<file path="config.mk">
export PLATFORM = sky130hd
export DESIGN_NAME = axis_image_pattern_src
export DESIGN_NICKNAME = d
export VERILOG_FILES = /design/src/rtl/axis_image_pattern_src.sv
export SDC_FILE = /design/constraint.sdc
export NUM_CORES = 1
export LEC_CHECK = 0
export ABC_AREA = 1
export BUFFER_PORTS_ARGS = -buffer_cell sky130_fd_sc_hd__buf_2
export CAP_MARGIN = 20
export CORE_ASPECT_RATIO = 0.5
export CORE_MARGIN = 3
export CORE_UTILIZATION = 53
export DETAILED_ROUTE_END_ITERATION = 6
export PLACE_DENSITY = 0.86
export SYNTH_ARGS = -nofsm -noshare
export SYNTH_HDL_FRONTEND = slang
export SYNTH_SLANG_ARGS = --single-unit
</file>
<file path="constraint.sdc">
create_clock -name clk_i -period 1.9 [get_ports clk_i]
set_input_delay 0.095 -clock clk_i [delete_from_list [all_inputs] [get_ports clk_i]]
set_output_delay 0.095 -clock clk_i [all_outputs]
set_load 0.05 [all_outputs]
</file>
<file path="src/rtl/axis_image_pattern_src.sv">
// AXI4-Stream raster pattern generator: emits IMG_WIDTH x IMG_HEIGHT frames with
// tuser on pixel (0,0) and tlast on every line end, optional inter-frame gap.
module axis_image_pattern_src #(
  parameter int unsigned DATA_BITS  = 8,
  parameter int unsigned IMG_WIDTH  = 64,
  parameter int unsigned IMG_HEIGHT = 48,
  parameter int unsigned GAP_CYCLES = 4
) (
  input  logic                 clk_i,
  input  logic                 rst_i,
  input  logic                 enable_i,
  input  logic [1:0]           mode_i,
  input  logic [15:0]          num_frames_i,
  output logic [DATA_BITS-1:0] axis_m_data_o,
  output logic                 axis_m_valid_o,
  input  logic                 axis_m_ready_i,
  output logic                 axis_m_last_o,
  output logic                 axis_m_user_o,
  output logic                 busy_o,
  output logic                 frame_done_o,
  output logic [15:0]          frame_cnt_o
);

  localparam int unsigned XW    = (IMG_WIDTH > 1) ? $clog2(IMG_WIDTH) : 1;
  localparam int unsigned YW    = (IMG_HEIGHT > 1) ? $clog2(IMG_HEIGHT) : 1;
  localparam int unsigned GW    = (GAP_CYCLES > 1) ? $clog2(GAP_CYCLES) : 1;
  localparam int unsigned XLAST = IMG_WIDTH - 1;
  localparam int unsigned YLAST = IMG_HEIGHT - 1;
  localparam int unsigned GLAST = (GAP_CYCLES > 0) ? GAP_CYCLES - 1 : 0;

  typedef enum logic [1:0] {
    ST_IDLE = 2'd0,
    ST_RUN  = 2'd1,
    ST_GAP  = 2'd2,
    ST_DONE = 2'd3
  } state_t;

  state_t               r_state;
  logic [XW-1:0]        r_x;
  logic [YW-1:0]        r_y;
  logic [GW-1:0]        r_gap_cnt;
  logic [1:0]           r_mode;
  logic [15:0]          r_num_frames;
  logic [15:0]          r_frame_cnt;
  logic [DATA_BITS-1:0] r_data;
  logic                 r_valid;
  logic                 r_last;
  logic                 r_user;
  logic                 r_busy;
  logic                 r_frame_done;

  // Pixel value for a given pattern and raster position.
  function automatic logic [DATA_BITS-1:0] f_pix(input logic [1:0]    mode,
                                                 input logic [XW-1:0] x,
                                                 input logic [YW-1:0] y);
    logic [31:0] xe;
    logic [31:0] ye;
    xe = 32'(x);
    ye = 32'(y);
    case (mode)
      2'd0:    f_pix = DATA_BITS'(xe);
      2'd1:    f_pix = DATA_BITS'(ye);
      2'd2:    f_pix = (xe[3] ^ ye[3]) ? {DATA_BITS{1'b1}} : {DATA_BITS{1'b0}};
      default: f_pix = DATA_BITS'(ye * 32'(IMG_WIDTH) + xe);
    endcase
  endfunction

  logic                 w_accept;
  logic                 w_x_end;
  logic                 w_y_end;
  logic [XW-1:0]        w_nx;
  logic [YW-1:0]        w_ny;
  logic [15:0]          w_cnt_inc;
  logic                 w_run_over;
  logic [DATA_BITS-1:0] w_start_data;
  logic [DATA_BITS-1:0] w_next_data;

  assign w_accept     = r_valid & axis_m_ready_i;
  assign w_x_end      = (r_x == XW'(XLAST));
  assign w_y_end      = (r_y == YW'(YLAST));
  assign w_nx         = w_x_end ? '0 : r_x + XW'(1);
  assign w_ny         = w_x_end ? r_y + YW'(1) : r_y;
  assign w_cnt_inc    = r_frame_cnt + 16'd1;
  assign w_run_over   = (r_num_frames != 16'd0) && (w_cnt_inc == r_num_frames);
  assign w_start_data = f_pix(mode_i, '0, '0);
  assign w_next_data  = f_pix(r_mode, w_nx, w_ny);

  always_ff @(posedge clk_i) begin
    if (rst_i) begin
      r_state      <= ST_IDLE;
      r_x          <= '0;
      r_y          <= '0;
      r_gap_cnt    <= '0;
      r_mode       <= 2'd0;
      r_num_frames <= 16'd0;
      r_frame_cnt  <= 16'd0;
      r_data       <= '0;
      r_valid      <= 1'b0;
      r_last       <= 1'b0;
      r_user       <= 1'b0;
      r_busy       <= 1'b0;
      r_frame_done <= 1'b0;
    end else begin
      r_frame_done <= 1'b0;
      case (r_state)
        ST_IDLE: begin
          if (enable_i) begin
            r_mode       <= mode_i;
            r_num_frames <= num_frames_i;
            r_frame_cnt  <= 16'd0;
            r_x          <= '0;
            r_y          <= '0;
            r_data       <= w_start_data;
            r_valid      <= 1'b1;
            r_user       <= 1'b1;
            r_last       <= 1'b0;
            r_busy       <= 1'b1;
            r_state      <= ST_RUN;
          end
        end

        ST_RUN: begin
          if (w_accept) begin
            if (w_x_end && w_y_end) begin
              r_frame_done <= 1'b1;
              r_frame_cnt  <= w_cnt_inc;
              r_x          <= '0;
              r_y          <= '0;
              r_last       <= 1'b0;
              r_user       <= 1'b0;
              if (w_run_over) begin
                r_valid <= 1'b0;
                r_busy  <= 1'b0;
                r_state <= ST_DONE;
              end else if (!enable_i) begin
                r_valid <= 1'b0;
                r_busy  <= 1'b0;
                r_state <= ST_IDLE;
              end else if (GAP_CYCLES == 0) begin
                // Back-to-back frame: valid stays high, next frame starts now.
                r_mode  <= mode_i;
                r_data  <= w_start_data;
                r_user  <= 1'b1;
              end else begin
                r_valid   <= 1'b0;
                r_gap_cnt <= '0;
                r_state   <= ST_GAP;
              end
            end else begin
              r_x    <= w_nx;
              r_y    <= w_ny;
              r_data <= w_next_data;
              r_last <= (w_nx == XW'(XLAST));
              r_user <= 1'b0;
            end
          end
        end

        ST_GAP: begin
          if (r_gap_cnt == GW'(GLAST)) begin
            if (enable_i) begin
              r_mode  <= mode_i;
              r_data  <= w_start_data;
              r_valid <= 1'b1;
              r_user  <= 1'b1;
              r_last  <= 1'b0;
              r_state <= ST_RUN;
            end else begin
              r_busy  <= 1'b0;
              r_state <= ST_IDLE;
            end
          end else begin
            r_gap_cnt <= r_gap_cnt + GW'(1);
          end
        end

        default: begin
          // Run finished: wait for enable to fall before a new run can begin.
          if (!enable_i) begin
            r_state <= ST_IDLE;
          end
        end
      endcase
    end
  end

  assign axis_m_data_o  = r_data;
  assign axis_m_valid_o = r_valid;
  assign axis_m_last_o  = r_last;
  assign axis_m_user_o  = r_user;
  assign busy_o         = r_busy;
  assign frame_done_o   = r_frame_done;
  assign frame_cnt_o    = r_frame_cnt;

endmodule

</file>
==> flow_metrics.py, run 1 <==
metrics = {
    "logic_synthesis": {
        "yosys.area_share.simple_pct": 38.4,
        "ys.flop_type": "dfxtp_1",
        "synth_edf_count": 0,
        "synth-seq-cells": 63,
        "synth-compound-area-share_pct": 15.4,
        "synth_area_per_cell_um2": 6.45,
        "yosys.area_share.adder_pct": 2.89,
        "synthesis.nets": 635,
        "yosysSeqAreaShare_pct": 32.3,
        "synth_xor_area_share_pct": 1.57,
        "syn_area_um2": 3900,
        "yosys_warnings": 0,
        "synth-async-reset-ratio_pct": 0,
        "synth_top_family_by_area": "simple AND/OR/NAND/NOR gates",
        "ys_types": 36,
        "synth.area.mux_share_pct": 0,
        "synthCells": 604,
    },
    "worst_hold_path": {
        "holdPathEnd": "r_num_frames[1]",
        "hp-class": "in2reg",
        "min_path_cells": 3,
        "hold_start": "num_frames_i[1]",
    },
    "global_route": {
        "use_met2_pct": 43.5,
        "grt_util_met3_pct": 6.57,
        "grt_usage_pct": 26.0,
        "grt_pass1_vias": 3833,
        "busiest_layer": "met2",
        "grt_pass1_wl_um": 17400,
        "overflow": 0,
        "antenna_found_initial": 0,
        "grt_max_degree": 31,
        "grtUsageMet1_pct": 32.5,
    },
    "worst_setup_path": {
        "crit_type": "reg2reg",
        "crit_arrival_ns": 2.32,
        "end_kind": "flop",
        "crit_path_start_kind": "flop",
        "r2r-end": "r_gap_cnt[0]",
        "reg2reg_slack_ns": -0.18,
        "r2r_start": "frame_cnt_o[0]",
        "cp.required_ns": 2.13,
        "cp_max_fo": 6,
        "reg2reg_depth": 13,
    },
    "clock_tree": {
        "cts_buffers": 9,
        "clk_latency_ns": 0.34,
        "cts_tree": "built",
        "cts-root-buf": "clkbuf_16",
        "htreeDepth": 3,
        "clock_sinks": 63,
        "cts_buffer_depth": 2,
        "cts_hold_buf": 0,
        "clk_pin_slew_ns": 0.05,
    },
    "final_layout": {
        "drive_gt1_share_pct": 30.4,
        "antennaDiodeCount": 0,
        "final_nets": 739,
        "syn_to_final_growth_pct": 32.5,
        "fillers": 480,
    },
    "drt": {
        "drc": 0,
        "drtPass1Iterations": 6,
        "wl_um": 11700,
        "viasPerCell": 5.56,
        "detail-route-antenna-nets": 0,
        "vias": 4475,
        "first_iter_violations": 608,
        "post_drt_wl_per_cell_um": 14.5,
    },
    "timing": {
        "rsz0062_at_grt": "true",
        "min_period_ns": 2.08,
        "fin_setup_tns_ns": -1.37,
        "fmaxAchievable_mhz": 480,
        "setup_violations": 14,
        "worst_pin_slew_ns": 0.630,
        "hold_violations": 0,
        "worst_slack_ns": -0.184,
        "relSlewSlack_pct": 58.0,
        "period_share_pct": 110,
        "skew_ns": 0.00368,
        "slew_viol_final": 0,
    },
    "pwr": {
        "total_leakage_power_uw": 0.00233,
        "powerDensity_nw_per_um2": 968,
        "irDropWorstVdd_mv": 0.677,
    },
    "outcome": {
        "violations": "negative setup slack",
        "outcome": "finished with violations",
    },
    "floorplan": {
        "initial_core_util_pct": 56.4,
        "die_w_um": 127,
        "die_h_um": 66.6,
        "fp-row-count": 21,
        "io_pins": 51,
        "fp.coreArea_um2": 6910,
        "dieArea_um2": 8480,
    },
    "placed_design": {
        "dp_hpwl_um": 7610,
        "post-place-ws_ns": -0.210,
        "placement.io_buffers": 50,
        "finalWeightedCongestion": 0.897,
    },
    "job": {
        "timing.max_cap.violations": 0,
    },
}
## per-layer routing
layer / up-vias / routed length [um]
li1: 2189 / -
met1: 2054 / 5010
met2: 207 / 5610
met3: 25 / 858
met4: 0 / 202
met5: - / 0
## cell type report
| cell class | instances | area, um2 | area share, % |
|---|---|---|---|
| multi-input cells | 449 | 2470 | 47.9 |
| clock buffers | 12 | 256 | 4.96 |
| repair inverters | 1 | 11.3 | 0.218 |
| clock inverters | 4 | 20.0 | 0.388 |
| well taps | 92 | 115 | 2.23 |
| repair buffers | 107 | 706 | 13.7 |
| inverters | 77 | 294 | 5.69 |
| flip-flops and latches | 63 | 1290 | 24.9 |
## cell families after synthesis
group | after synthesis
AOI/OAI and AO/OA | 104
DFF | 63
and+or+nand+nor | 329
adders and majority gates | 9
xor gates and xnor gates | 7
buffers and inverters | 92
## worst max path at each step
stage | start | endpoint | slack, ns | cells past startpoint
floorplan | frame_cnt_o[13] | busy_o | 0.002 | 13
global placement | r_state[0] | r_y[3] | -0.10 | 9
detailed placement | r_state[0] | r_y[3] | -0.21 | 9
CTS | r_x[1] | axis_m_data_o[4] | 0.006 | 12
global route | frame_cnt_o[0] | r_gap_cnt[0] | -0.36 | 14
finish | frame_cnt_o[0] | r_gap_cnt[0] | -0.18 | 13
## synth_stat cells (2+ instances only)
library cell / instances / area [um2]
dfxtp_1: 63 / 1260
nand2_1: 172 / 646
buf_2: 4 / 20.0
nand3_1: 56 / 280
o21ai_0: 28 / 140
nor2_2: 4 / 25.0
nor2_4: 6 / 67.6
inv_2: 3 / 11.3
nand4_2: 2 / 25.0
inv_1: 73 / 274
o211ai_1: 4 / 30.0
a22oi_1: 2 / 15.0
xor2_1: 5 / 43.8
nand2_2: 5 / 31.3
ha_1: 9 / 113
clkbuf_1: 10 / 37.5
a21oi_1: 53 / 265
o21ai_1: 3 / 15.0
nor3_1: 5 / 25.0
nand4_1: 16 / 100
nor2_1: 54 / 203
a21oi_2: 6 / 52.6
nand3_2: 7 / 70.1
xnor2_1: 2 / 17.5
## critical path, stage by stage, from the launching register on
cell and delay (ns):
dfxtp_4 0.38, ha_4 0.17, nand2_4 0.07, nor2_4 0.20, buf_6 0.13, nand3_1 0.08, nand2_1 0.15, nand3_1 0.11
nand2_1 0.09, nand2_1 0.07, nor2_2 0.16, nand4_4 0.13, a21oi_1 0.16, nor2_1 0.06
## state kept, by name (all words and copies together), names as in the netlist, 2 cells and up
name / flops
r_num_frames: 16
r_x: 6
r_y: 6
axis_m_data_o: 8
r_state: 2
frame_cnt_o: 16
r_mode: 2
r_gap_cnt: 2
## layout by cell type (no fill, tap or decap), types with 3 or more instances in the layout
cell,Yosys,layout
a21oi_2,6,9
o211ai_1,4,4
buf_2,4,50
nor3_1,5,4
nor2_4,6,7
buf_6,0,4
dfxtp_2,0,16
inv_2,3,5
nand2_1,172,164
inv_1,73,71
nand4_1,16,16
nor2_2,4,9
xor2_1,5,4
nor2_1,54,48
buf_4,0,52
o21ai_0,28,24
ha_1,9,6
nand2_2,5,10
clkinv_2,1,4
dfxtp_1,63,45
nand2_4,0,3
clkbuf_16,0,9
nand3_2,7,18
a21oi_1,53,50
nand3_1,56,45
o21ai_1,3,5
## stage by stage
stage	hold WS [ns]	cell area (um2)	utilization [%]	cells	total power (uW)
2_1_floorplan	0.250	3940	-	604	2720
3_3_place_gp	0.356	4490	65.0	767	3270
3_5_place_dp	0.374	4490	65.0	767	3300
4_1_cts	0.0196	4900	70.9	790	4880
5_1_grt	0.0377	5170	74.8	805	5280
6_report	0.0243	5170	74.8	805	5000
## power by group
part           internal [uW]  switching (uW)  leakage [uW]
Sequential              1470             103      0.000523
Clock                    943             586      0.000142
Combinational            665            1230       0.00166
## repair_timing
item | CTS | global route
pin swaps | 9 | 30
setup buffers | 6 | 15
endpoints found under the setup margin | 34 | 38
gates cloned | 1 | 0
resized for setup | 19 | 41
No activity file was read; power rests on OpenSTA's default activity.
==> run 2: changes to the inputs <==
Settings changed: SETUP_SLACK_MARGIN set to 0.1.
==> run 2 against run 1 <==
Against the previous run: the run still ends with negative setup slack left; critical path depth down 1; count of clock-buffer cells in the layout unchanged; power up 8.4%; routed wire length up 12%; hold slack worse by 0.013 ns; cell area up 3.1%; cell count down 0.37%; flip-flop and latch count unchanged; sequential share of layout area down 0.43 points; die area unchanged; setup slack worse by 0.0086 ns; first-iteration DRC count down 6.3%; critical path type unchanged; critical endpoint unchanged.
==> flow_metrics.py, run 2 (synthesis gave the netlist of run 1 again) <==
metrics = {
    "outcome": {
        "outcome": "finished with violations",
        "violations": "negative setup slack",
    },
    "floorplan": {
        "die_h_um": 66.6,
        "fp-row-count": 21,
        "fp.coreArea_um2": 6910,
        "die_w_um": 127,
        "io_pins": 51,
        "initial_core_util_pct": 56.4,
        "dieArea_um2": 8480,
    },
    "timing": {
        "setup_violations": 13,
        "hold_violations": 0,
        "min_period_ns": 2.09,
        "rsz0062_at_grt": "true",
        "skew_ns": 0.0107,
        "slew_viol_final": 0,
        "fmaxAchievable_mhz": 478,
        "period_share_pct": 110,
        "relSlewSlack_pct": 55.1,
        "fin_setup_tns_ns": -0.986,
        "worst_slack_ns": -0.192,
        "worst_pin_slew_ns": 0.673,
        "holdWs_ns": 0.0109,
    },
    "drt": {
        "viasPerCell": 5.88,
        "vias": 4715,
        "drc": 0,
        "wl_met2_um": 6110,
        "detail-route-antenna-nets": 0,
        "wl_um": 13100,
        "drtPass1Iterations": 6,
        "first_iter_violations": 570,
        "met1_length_um": 5220,
        "met3_length_um": 1200,
        "post_drt_wl_per_cell_um": 16.3,
        "top_layer_used": "met4",
    },
    "worst_setup_path": {
        "cp_max_fo": 8,
        "worst_path_largest_cell_delay_ns": 0.41,
        "crit_type": "reg2reg",
        "crit_path_start_kind": "flop",
        "slowest_stage": "dfxtp_4",
        "cpMostUsedCell": "nand2_1",
        "end_kind": "flop",
        "reg2reg_slack_ns": -0.19,
        "cp_cell_sequence": "nand2_2 > nor2_4 > nand2_2 > nor2_1 > nand2_1 > nand2_1 > nand2_1 > a21oi_2 > nand4_4 > nand3_2 > nand2_1 > nor2_1",
        "crit_arrival_ns": 2.36,
        "cp.required_ns": 2.16,
    },
    "clock_tree": {
        "clk_latency_ns": 0.34,
        "cts_tree": "built",
        "cts_buffer_depth": 2,
        "cts-root-buf": "clkbuf_16",
        "clk_pin_slew_ns": 0.06,
        "clock_sinks": 63,
        "cts_buffers": 9,
        "cts_hold_buf": 0,
        "htreeDepth": 3,
    },
    "pwr": {
        "power.share.combinational_pct": 40.4,
        "p_switching_uw": 2120,
        "seqPwrFrac_pct": 29.0,
        "total_leakage_power_uw": 0.00233,
        "pwr-share-clk_pct": 30.6,
        "internal_power_uw": 3300,
        "powerDensity_nw_per_um2": 1020,
        "irDropWorstVdd_mv": 0.530,
        "swShare_pct": 39.1,
    },
    "final_layout": {
        "regArea_um2": 1310,
        "layout_common_cells": "155 x nand2_1, 69 x inv_1, 50 x buf_2, 49 x a21oi_1",
        "final_nets": 736,
        "multi_input_area_um2": 2610,
        "antennaDiodeCount": 0,
        "drive_gt1_share_pct": 33.0,
        "syn_to_final_growth_pct": 36.6,
        "final_common_cell": "nand2_1",
        "fillers": 432,
    },
    "placed_design": {
        "placement.io_buffers": 50,
        "finalWeightedCongestion": 0.931,
        "dp_hpwl_um": 7660,
    },
    "global_route": {
        "grt_max_degree": 31,
        "grt_pass1_vias": 3915,
        "antenna_found_initial": 0,
        "overflow": 0,
        "grt_pass1_wl_um": 18200,
        "grt_usage_pct": 27.3,
    },
    "worst_hold_path": {
        "hp-class": "in2reg",
    },
    "job": {
        "timing.max_cap.violations": 0,
    },
}
[run 2: changes by cell type in the layout (fill, tap and decap cells not counted), moves of 2 or more]
| cell | before | now |
|---|---|---|
| nand3_2 | 18 | 13 |
| inv_1 | 71 | 69 |
| dfxtp_1 | 45 | 43 |
| ha_1 | 6 | 4 |
| nor2_1 | 48 | 46 |
| nand3_4 | 0 | 4 |
| dfxtp_2 | 16 | 12 |
| nand2_2 | 10 | 20 |
| xor2_4 | 0 | 2 |
| dfxtp_4 | 2 | 8 |
| nand2_1 | 164 | 155 |
| buf_4 | 52 | 46 |
| nor2_4 | 7 | 9 |
[run 2: layout make-up]
| class | count | area share (%) |
|---|---|---|
| inverters | 77 | 5.71 |
| repair buffers | 103 | 13.0 |
| flip-flops and latches | 63 | 24.5 |
| repair inverters | 1 | 0.211 |
| clock buffers | 12 | 4.63 |
| clock inverters | 4 | 0.845 |
| well taps | 92 | 2.16 |
| multi-input cells | 450 | 48.9 |
[run 2: worst paths after layout]
| path | start | to | cells after the start |
|---|---|---|---|
| setup / recovery | frame_cnt_o[3] | r_gap_cnt[0] | 12 |
| hold / removal | num_frames_i[1] | r_num_frames[1] | 3 |
| setup reg to reg | frame_cnt_o[3] | r_gap_cnt[0] | 12 |
| hold reg to reg | axis_m_data_o[5] | axis_m_data_o[5] | 2 |
[run 2: per-stage QoR]
step / total power, uW / area [um2] / std cells / setup WS (ns) / util, %
floorplan: 2740 / 4010 / 604 / 0.0578 / -
global placement: 3290 / 4540 / 764 / -0.00812 / 65.7
detailed placement: 3330 / 4540 / 764 / -0.0523 / 65.7
CTS: 5080 / 4990 / 788 / -0.0277 / 72.2
global route: 5660 / 5330 / 802 / -0.328 / 77.1
finish: 5420 / 5330 / 802 / -0.192 / 77.1
[run 2: worst max-delay path: cells and delay by family, from the launching register on]
family,cells,cell delay [ns]
AND/OR/NAND/NOR,11,1.42
flip-flops,1,0.41
AO/OA/AOI/OAI,1,0.17
[run 2: what timing repair did]
action | 4_1_cts | 5_1_grt
resized for setup | 26 | 53
pin swaps | 20 | 26
endpoints found under the setup margin | 35 | 42
setup buffers | 7 | 13
cloned | 1 | 1
[run 2: power by group through the flow]
stage | Sequential, uW | Clock [uW] | Combinational (uW)
3_5_place_dp | 1580 | 0 | 1750
2_1_floorplan | 1670 | 0 | 1070
3_3_place_gp | 1570 | 0 | 1720
4_1_cts | 1550 | 1650 | 1880
5_1_grt | 1580 | 1720 | 2360
6_report | 1570 | 1660 | 2190
[run 2: layer usage]
| layer | track usage [%] | up-vias |
|---|---|---|
| met3 | 8.01 | 73 |
| met5 | 0 | - |
| met2 | 46.1 | 302 |
| met1 | 33.4 | 2163 |
| li1 | - | 2177 |
| met4 | 9.63 | 0 |
